`config.mk`:
```
export PLATFORM = sky130hd
export DESIGN_NAME = pipe_divider_flat
export DESIGN_NICKNAME = d
export VERILOG_FILES = /design/src/rtl/pipe_divider_if.sv /design/src/rtl/pipe_divider.sv /design/src/flat_wrapper.sv
export SDC_FILE = /design/constraint.sdc
export NUM_CORES = 1
export LEC_CHECK = 0
export ABC_CLOCK_PERIOD_IN_PS = 2290
export BUFFER_PORTS_ARGS = -buffer_cell sky130_fd_sc_hd__buf_4
export CAP_MARGIN = 20
export CORE_MARGIN = 1
export CORE_UTILIZATION = 45
export CTS_BUF_LIST = sky130_fd_sc_hd__clkbuf_2 sky130_fd_sc_hd__clkbuf_4 sky130_fd_sc_hd__clkbuf_8
export CTS_CLUSTER_DIAMETER = 100
export CTS_CLUSTER_SIZE = 30
export DETAILED_ROUTE_END_ITERATION = 8
export MAX_ROUTING_LAYER = met4
export PLACE_DENSITY = 0.77
export SYNTH_ARGS = -nofsm -noshare
export SYNTH_HDL_FRONTEND = slang
export SYNTH_SLANG_ARGS = --single-unit
```
`constraint.sdc`:
```
create_clock -name clk -period 2.29 [get_ports clk]
set_clock_uncertainty 0.1 [all_clocks]
set_input_delay 0 -clock clk [delete_from_list [all_inputs] [get_ports clk]]
set_output_delay 0 -clock clk [all_outputs]
set_load 0.005 [all_outputs]
```
`src/rtl/pipe_divider_if.sv`:
```
// Handshake bus for pipe_divider: dividend/divisor request side and quotient/remainder result side.
interface pipe_divider_if #(
  parameter int unsigned WIDTH = 8
);
  logic                   in_valid;
  logic                   in_ready;
  logic [2*WIDTH-1:0]     dividend;
  logic [WIDTH-1:0]       divisor;
  logic                   out_valid;
  logic                   out_ready;
  logic [2*WIDTH-1:0]     quotient;
  logic [WIDTH-1:0]       remainder;
  logic                   div_by_zero;

  modport master (
    output in_valid, dividend, divisor, out_ready,
    input  in_ready, out_valid, quotient, remainder, div_by_zero
  );

  modport slave (
    input  in_valid, dividend, divisor, out_ready,
    output in_ready, out_valid, quotient, remainder, div_by_zero
  );
endinterface

```
`src/rtl/pipe_divider.sv`:
```
// Multi-cycle restoring divider: one quotient bit per CALC cycle, result held in DONE until taken.
module pipe_divider #(
  parameter int unsigned WIDTH = 8
) (
  input  logic            clk,
  input  logic            rst,
  pipe_divider_if.slave   bus
);
  localparam int unsigned QW = 2 * WIDTH;
  localparam int unsigned RW = WIDTH + 1;
  localparam int unsigned CW = $clog2(QW + 1);

  typedef enum logic [1:0] {IDLE, CALC, DONE} state_t;

  state_t            state;
  state_t            state_next;
  logic [QW-1:0]     q_reg;
  logic [RW-1:0]     rem_reg;
  logic [WIDTH-1:0]  dvsr;
  logic [CW-1:0]     cnt;

  logic              accept_c;
  logic              step_c;
  logic              last_c;
  logic [RW-1:0]     t_c;
  logic [RW-1:0]     rem_step_c;
  logic              ge_c;
  logic [QW-1:0]     q_step_c;

  logic              in_ready_r;
  logic              out_valid_r;
  logic [QW-1:0]     quotient_r;
  logic [WIDTH-1:0]  remainder_r;
  logic              dbz_r;

  always_ff @(posedge clk or posedge rst) begin
    if (rst) state <= IDLE;
    else     state <= state_next;
  end

  always_comb begin
    state_next = state;
    case (state)
      IDLE:    if (bus.in_valid) state_next = (bus.divisor == '0) ? DONE : CALC;
      CALC:    if (cnt == CW'(1)) state_next = DONE;
      DONE:    if (bus.out_ready) state_next = IDLE;
      default: state_next = IDLE;
    endcase
  end

  always_comb begin
    accept_c = 1'b0;
    step_c   = 1'b0;
    last_c   = 1'b0;
    case (state)
      IDLE: accept_c = bus.in_valid;
      CALC: begin
        step_c = 1'b1;
        last_c = (cnt == CW'(1));
      end
      default: ;
    endcase
  end

  // One restoring step: shift in the next dividend bit, subtract if it fits.
  always_comb begin
    t_c        = RW'({rem_reg, q_reg[QW-1]});
    ge_c       = (t_c >= RW'(dvsr));
    rem_step_c = ge_c ? (t_c - RW'(dvsr)) : t_c;
    q_step_c   = {q_reg[QW-2:0], ge_c};
  end

  always_ff @(posedge clk or posedge rst) begin
    if (rst) begin
      q_reg   <= '0;
      rem_reg <= '0;
      dvsr    <= '0;
      cnt     <= '0;
    end else if (accept_c) begin
      q_reg   <= bus.dividend;
      rem_reg <= '0;
      dvsr    <= bus.divisor;
      cnt     <= CW'(QW);
    end else if (step_c) begin
      q_reg   <= q_step_c;
      rem_reg <= rem_step_c;
      cnt     <= cnt - CW'(1);
    end
  end

  // Result registers only change on a zero-divisor accept or on the final step.
  always_ff @(posedge clk or posedge rst) begin
    if (rst) begin
      in_ready_r  <= 1'b1;
      out_valid_r <= 1'b0;
      quotient_r  <= '0;
      remainder_r <= '0;
      dbz_r       <= 1'b0;
    end else begin
      in_ready_r  <= (state_next == IDLE);
      out_valid_r <= (state_next == DONE);
      if (accept_c && (bus.divisor == '0)) begin
        quotient_r  <= '1;
        remainder_r <= bus.dividend[WIDTH-1:0];
        dbz_r       <= 1'b1;
      end else if (last_c) begin
        quotient_r  <= q_step_c;
        remainder_r <= WIDTH'(rem_step_c);
        dbz_r       <= 1'b0;
      end
    end
  end

  assign bus.in_ready    = in_ready_r;
  assign bus.out_valid   = out_valid_r;
  assign bus.quotient    = quotient_r;
  assign bus.remainder   = remainder_r;
  assign bus.div_by_zero = dbz_r;
endmodule

```
`src/flat_wrapper.sv`:
```
// flat-port wrapper written by rule: the top's interface ports become plain ports
module pipe_divider_flat 
#(
  parameter int unsigned WIDTH = 8
)
  (clk, rst, bus_in_valid, bus_dividend, bus_divisor, bus_out_ready, bus_in_ready, bus_out_valid, bus_quotient, bus_remainder, bus_div_by_zero);
  pipe_divider_if #(.WIDTH(WIDTH)) bus_i ();
  input  logic clk;
  input  logic rst;
  input wire logic [$bits(bus_i.in_valid)-1:0] bus_in_valid;
  input wire logic [$bits(bus_i.dividend)-1:0] bus_dividend;
  input wire logic [$bits(bus_i.divisor)-1:0] bus_divisor;
  input wire logic [$bits(bus_i.out_ready)-1:0] bus_out_ready;
  output wire logic [$bits(bus_i.in_ready)-1:0] bus_in_ready;
  output wire logic [$bits(bus_i.out_valid)-1:0] bus_out_valid;
  output wire logic [$bits(bus_i.quotient)-1:0] bus_quotient;
  output wire logic [$bits(bus_i.remainder)-1:0] bus_remainder;
  output wire logic [$bits(bus_i.div_by_zero)-1:0] bus_div_by_zero;
  assign bus_i.in_valid = bus_in_valid;
  assign bus_i.dividend = bus_dividend;
  assign bus_i.divisor = bus_divisor;
  assign bus_i.out_ready = bus_out_ready;
  assign bus_in_ready = bus_i.in_ready;
  assign bus_out_valid = bus_i.out_valid;
  assign bus_quotient = bus_i.quotient;
  assign bus_remainder = bus_i.remainder;
  assign bus_div_by_zero = bus_i.div_by_zero;
  pipe_divider #(.WIDTH(WIDTH)) u_core (.clk(clk), .rst(rst), .bus(bus_i));
endmodule
```
==> summary.md <==
| Metric | Value |
|---|---|
| Status | `finished clean` |
| Fmax | `458 MHz` |
| Arr. time, crit path | `2300 ps` |
| Synthesized Nets | `364` |
| Met3 usage | `4.27%` |
| Share of cells above drive strength 1 | `26.7%` |
| Drt initial violations | `117` |
| TritonRoute pass-1 iters | `4` |
| CP delay by family, top | `adder cells` |
| IO Pins | `55` |
| Setup tns final | `0 ps` |
| Netlist cell types | `49` |
| Num rows | `30` |
| Insertion delay to the later sink of the worst-skew pair | `340 ps` |
| Die X | `87.1 µm` |
| Antenna violations before repair | `0` |
| Hold Crit Class | `input port to asynchronous set/reset pin` |
| Final WL | `8.40 mm` |
| Hold Vio Cnt, Final | `0` |
| WL per Instance | `16.2 µm` |
| EDFF count, synth | `0` |
| Clk buf depth | `2` |
| Met2 Usage GRT | `39.1%` |
| Largest net degree at the start of global routing | `60` |
| VDD IR max | `0.000644 V` |
| Reg2reg path depth | `9` |
| RR Startpoint | `u_core.q_reg[15]$_DFFE_PP0P_` |
| Worst rel slew slack | `50.8%` |
| Primary FF master, synth | `dfrtp_1` |
| Post-DP HPWL | `5.77 mm` |
| Die Ht | `87.1 µm` |
| Synthesized flop and latch total | `66` |
| Nets@finish | `457` |
| R2r setup slk | `110 ps` |
| Seq/Total Area, Yosys | `50.8%` |
| Mapped cell area | `3260 µm²` |
| Util after Layout | `64.5%` |
| Static leakage | `2.00 nW` |
| Area Overhead vs Synth | `36.8%` |
| Crit-path max cell delay | `410 ps` |
| Antenna Violating Nets Remaining | `0` |
| Most frequent cell on the critical path | `inv_2` |
| CP required | `2400 ps` |
| Initial core utilization | `47.1%` |
| CP Capture Type | `flip-flop` |
| Residual DRC | `0` |
| CTS Buf Count | `9` |
| Crit path buffers/inverters | `2` |
| Max Cap Viol | `0` |
| Crit path time final | `2180 ps` |
| Setup crit start kind | `flip-flop` |
| Avg Cell Area, Syn | `10.0 µm²` |
| Area leader, netlist | `dfrtp_1` |
| R2R Path End | `u_core.rem_reg[6]$_DFFE_PP0P_` |
| Critical path fanouts, max | `3` |
| Synth warnings | `0` |
| Clock transition at path regs | `70 ps` |
| Setup CP Type | `flip-flop to flip-flop` |
| Power density cells | `1560 nW/µm²` |
| Gr busiest metal | `met2` |
| Synth top area cells | `dfrtp_1 (50%), o21ai_0 (6.8%), nand2_1 (5.8%)` |
| Gp weighted congestion | `0.847` |
| Via density | `5.44` |
| GR Util All Layers | `24.5%` |
| Number of global-route vias before repair | `2759` |
| Vias after detailed routing | `2825` |
| Max Slew Vio Count | `0` |
| Root Buffer | `clkbuf_8` |
| CTS H-tree lvls | `3` |
| Ys async rst share | `100%` |
| Full die area | `7580 µm²` |
| Total gr overflow | `0` |
| CORE AREA | `6910 µm²` |
| N_diodes | `0` |
| Most instantiated cells after synthesis | `dfrtp_1 (65), nand2_1 (50), o21ai_0 (44), inv_1 (17), o22a_1 (16)` |
| Crit share post-route | `95.3%` |
| Transition time of the tightest slew-check pin | `736 ps` |
| RSZ-0062 raised after global routing | `false` |
| TritonCTS clock tree | `done` |
| First-pass GRT wire length | `13.4 mm` |
| Port Buf Inserts | `54` |
| Final number of setup-violating endpoints | `0` |
| Top cell type's share of synthesized area | `50.0%` |
| CTS Sinks | `66` |
| Met1 usage | `31.0%` |
| Slowest-stage cell, CP | `fa_2` |
| Most common cell in the netlist | `dfrtp_1` |
| Syn Inst Count | `325` |
| CP cell instances | `inv_2 -> ha_4 -> inv_2 -> fa_2 -> a211oi_4 -> or4b_4 -> o2111ai_2 -> mux2i_1 -> o21ai_1` |
[metal layers]
layer  vias to the layer above  part of all wire [%]
met4                         0                   1.4
met1                      1379                    44
met3                        16                   4.5
met2                        80                    50
met5                         -                     0
li1                       1350                     -
[cell usage in the layout, fill, tap and decap left out, types with 3 or more instances in the layout]
master         Yosys  final
buf_4              1     72
dfrtp_1           65     65
nand2_1           50     50
o21ai_0           44     42
dlygate4sd3_1      0     27
o22a_1            16     16
a22oi_1           15     15
inv_1             17     14
a21oi_1           12     10
nor2b_1           10     10
clkbuf_8           0     10
nor2_1             8      8
mux2i_1            6      5
o221ai_1           5      5
ha_1              10      5
nand2b_1           4      4
xnor2_1            3      3
nand3_1            3      3
inv_2              0      3
o21ai_1            1      3
ha_2               0      3
bufinv_16          0      3
[worst register-to-register path, stage by stage (launching register included)]
cell	delay, ps
dfrtp_1	400
inv_2	80
ha_4	130
inv_2	40
fa_2	410
a211oi_4	290
or4b_4	180
o2111ai_2	100
mux2i_1	230
o21ai_1	110
[through the flow]
step                setup slack [ps]  area [µm²]  power [mW]  std cells  hold slack (ps)
floorplan                        231        3260        4.21        325             5.44
global placement                 118        3860        5.34        475             -174
detailed placement              14.5        3860        5.42        475             -172
CTS                             25.8        4380        6.73        518             16.8
global route                    8.65        4450        7.49        519             37.8
finish                           108        4450        6.96        519             22.5
[area by class of cell]
type / instances / area [µm²]
Timing Repair Buffer: 101 / 851
Multi-Input combinational cell: 223 / 1520
Sequential cell: 66 / 1650
Inverter: 17 / 63.8
Tap cell: 96 / 120
Clock inverter: 5 / 103
Clock buffer: 11 / 145
Fill cell: 587 / 2450
[cell families (layout without fill, tap and decap cells)]
family | count (synthesis) | after routing | synth area share [%]
compound gates | 109 | 109 | 22.3
simple gates | 91 | 91 | 14.2
flops | 66 | 66 | 50.8
buf+inv | 36 | 134 | 4.73
fa+ha+maj | 11 | 11 | 4.46
mux | 7 | 7 | 2.19
xor+xnor | 5 | 5 | 1.35
[power by group]
group | leakage, nW | internal [mW] | switching, mW
Sequential | 0.804 | 1.75 | 0.405
Combinational | 1.07 | 1.77 | 1.82
Clock | 0.123 | 0.764 | 0.451
[worst max path at each step]
stage                             startpoint                                  end  slack, ps  cells after the start
2_1_floorplan  u_core.rem_reg[4]$_DFFE_PP0P_  u_core.bus.remainder[1]$_DFFE_PP0P_        230                      8
4_1_cts           u_core.dvsr[0]$_DFFE_PP0P_  u_core.bus.remainder[6]$_DFFE_PP0P_         30                      8
3_3_place_gp    u_core.q_reg[15]$_DFFE_PP0P_  u_core.bus.remainder[6]$_DFFE_PP0P_        120                      9
6_report        u_core.q_reg[15]$_DFFE_PP0P_        u_core.rem_reg[6]$_DFFE_PP0P_        110                      9
5_1_grt        u_core.rem_reg[4]$_DFFE_PP0P_  u_core.bus.remainder[1]$_DFFE_PP0P_          9                      7
3_5_place_dp    u_core.q_reg[15]$_DFFE_PP0P_        u_core.rem_reg[6]$_DFFE_PP0P_         10                      9
[what timing repair did]
action / 4_1_cts / 5_1_grt
endpoints found under the setup margin: 1 / 14
pin swaps: 0 / 7
endpoints found under the hold margin: 100 / 0
hold buffers: 27 / 0
setup buffers: 0 / 1
resized for setup: 2 / 18
Note: power is estimated with default switching activity, not from simulation.
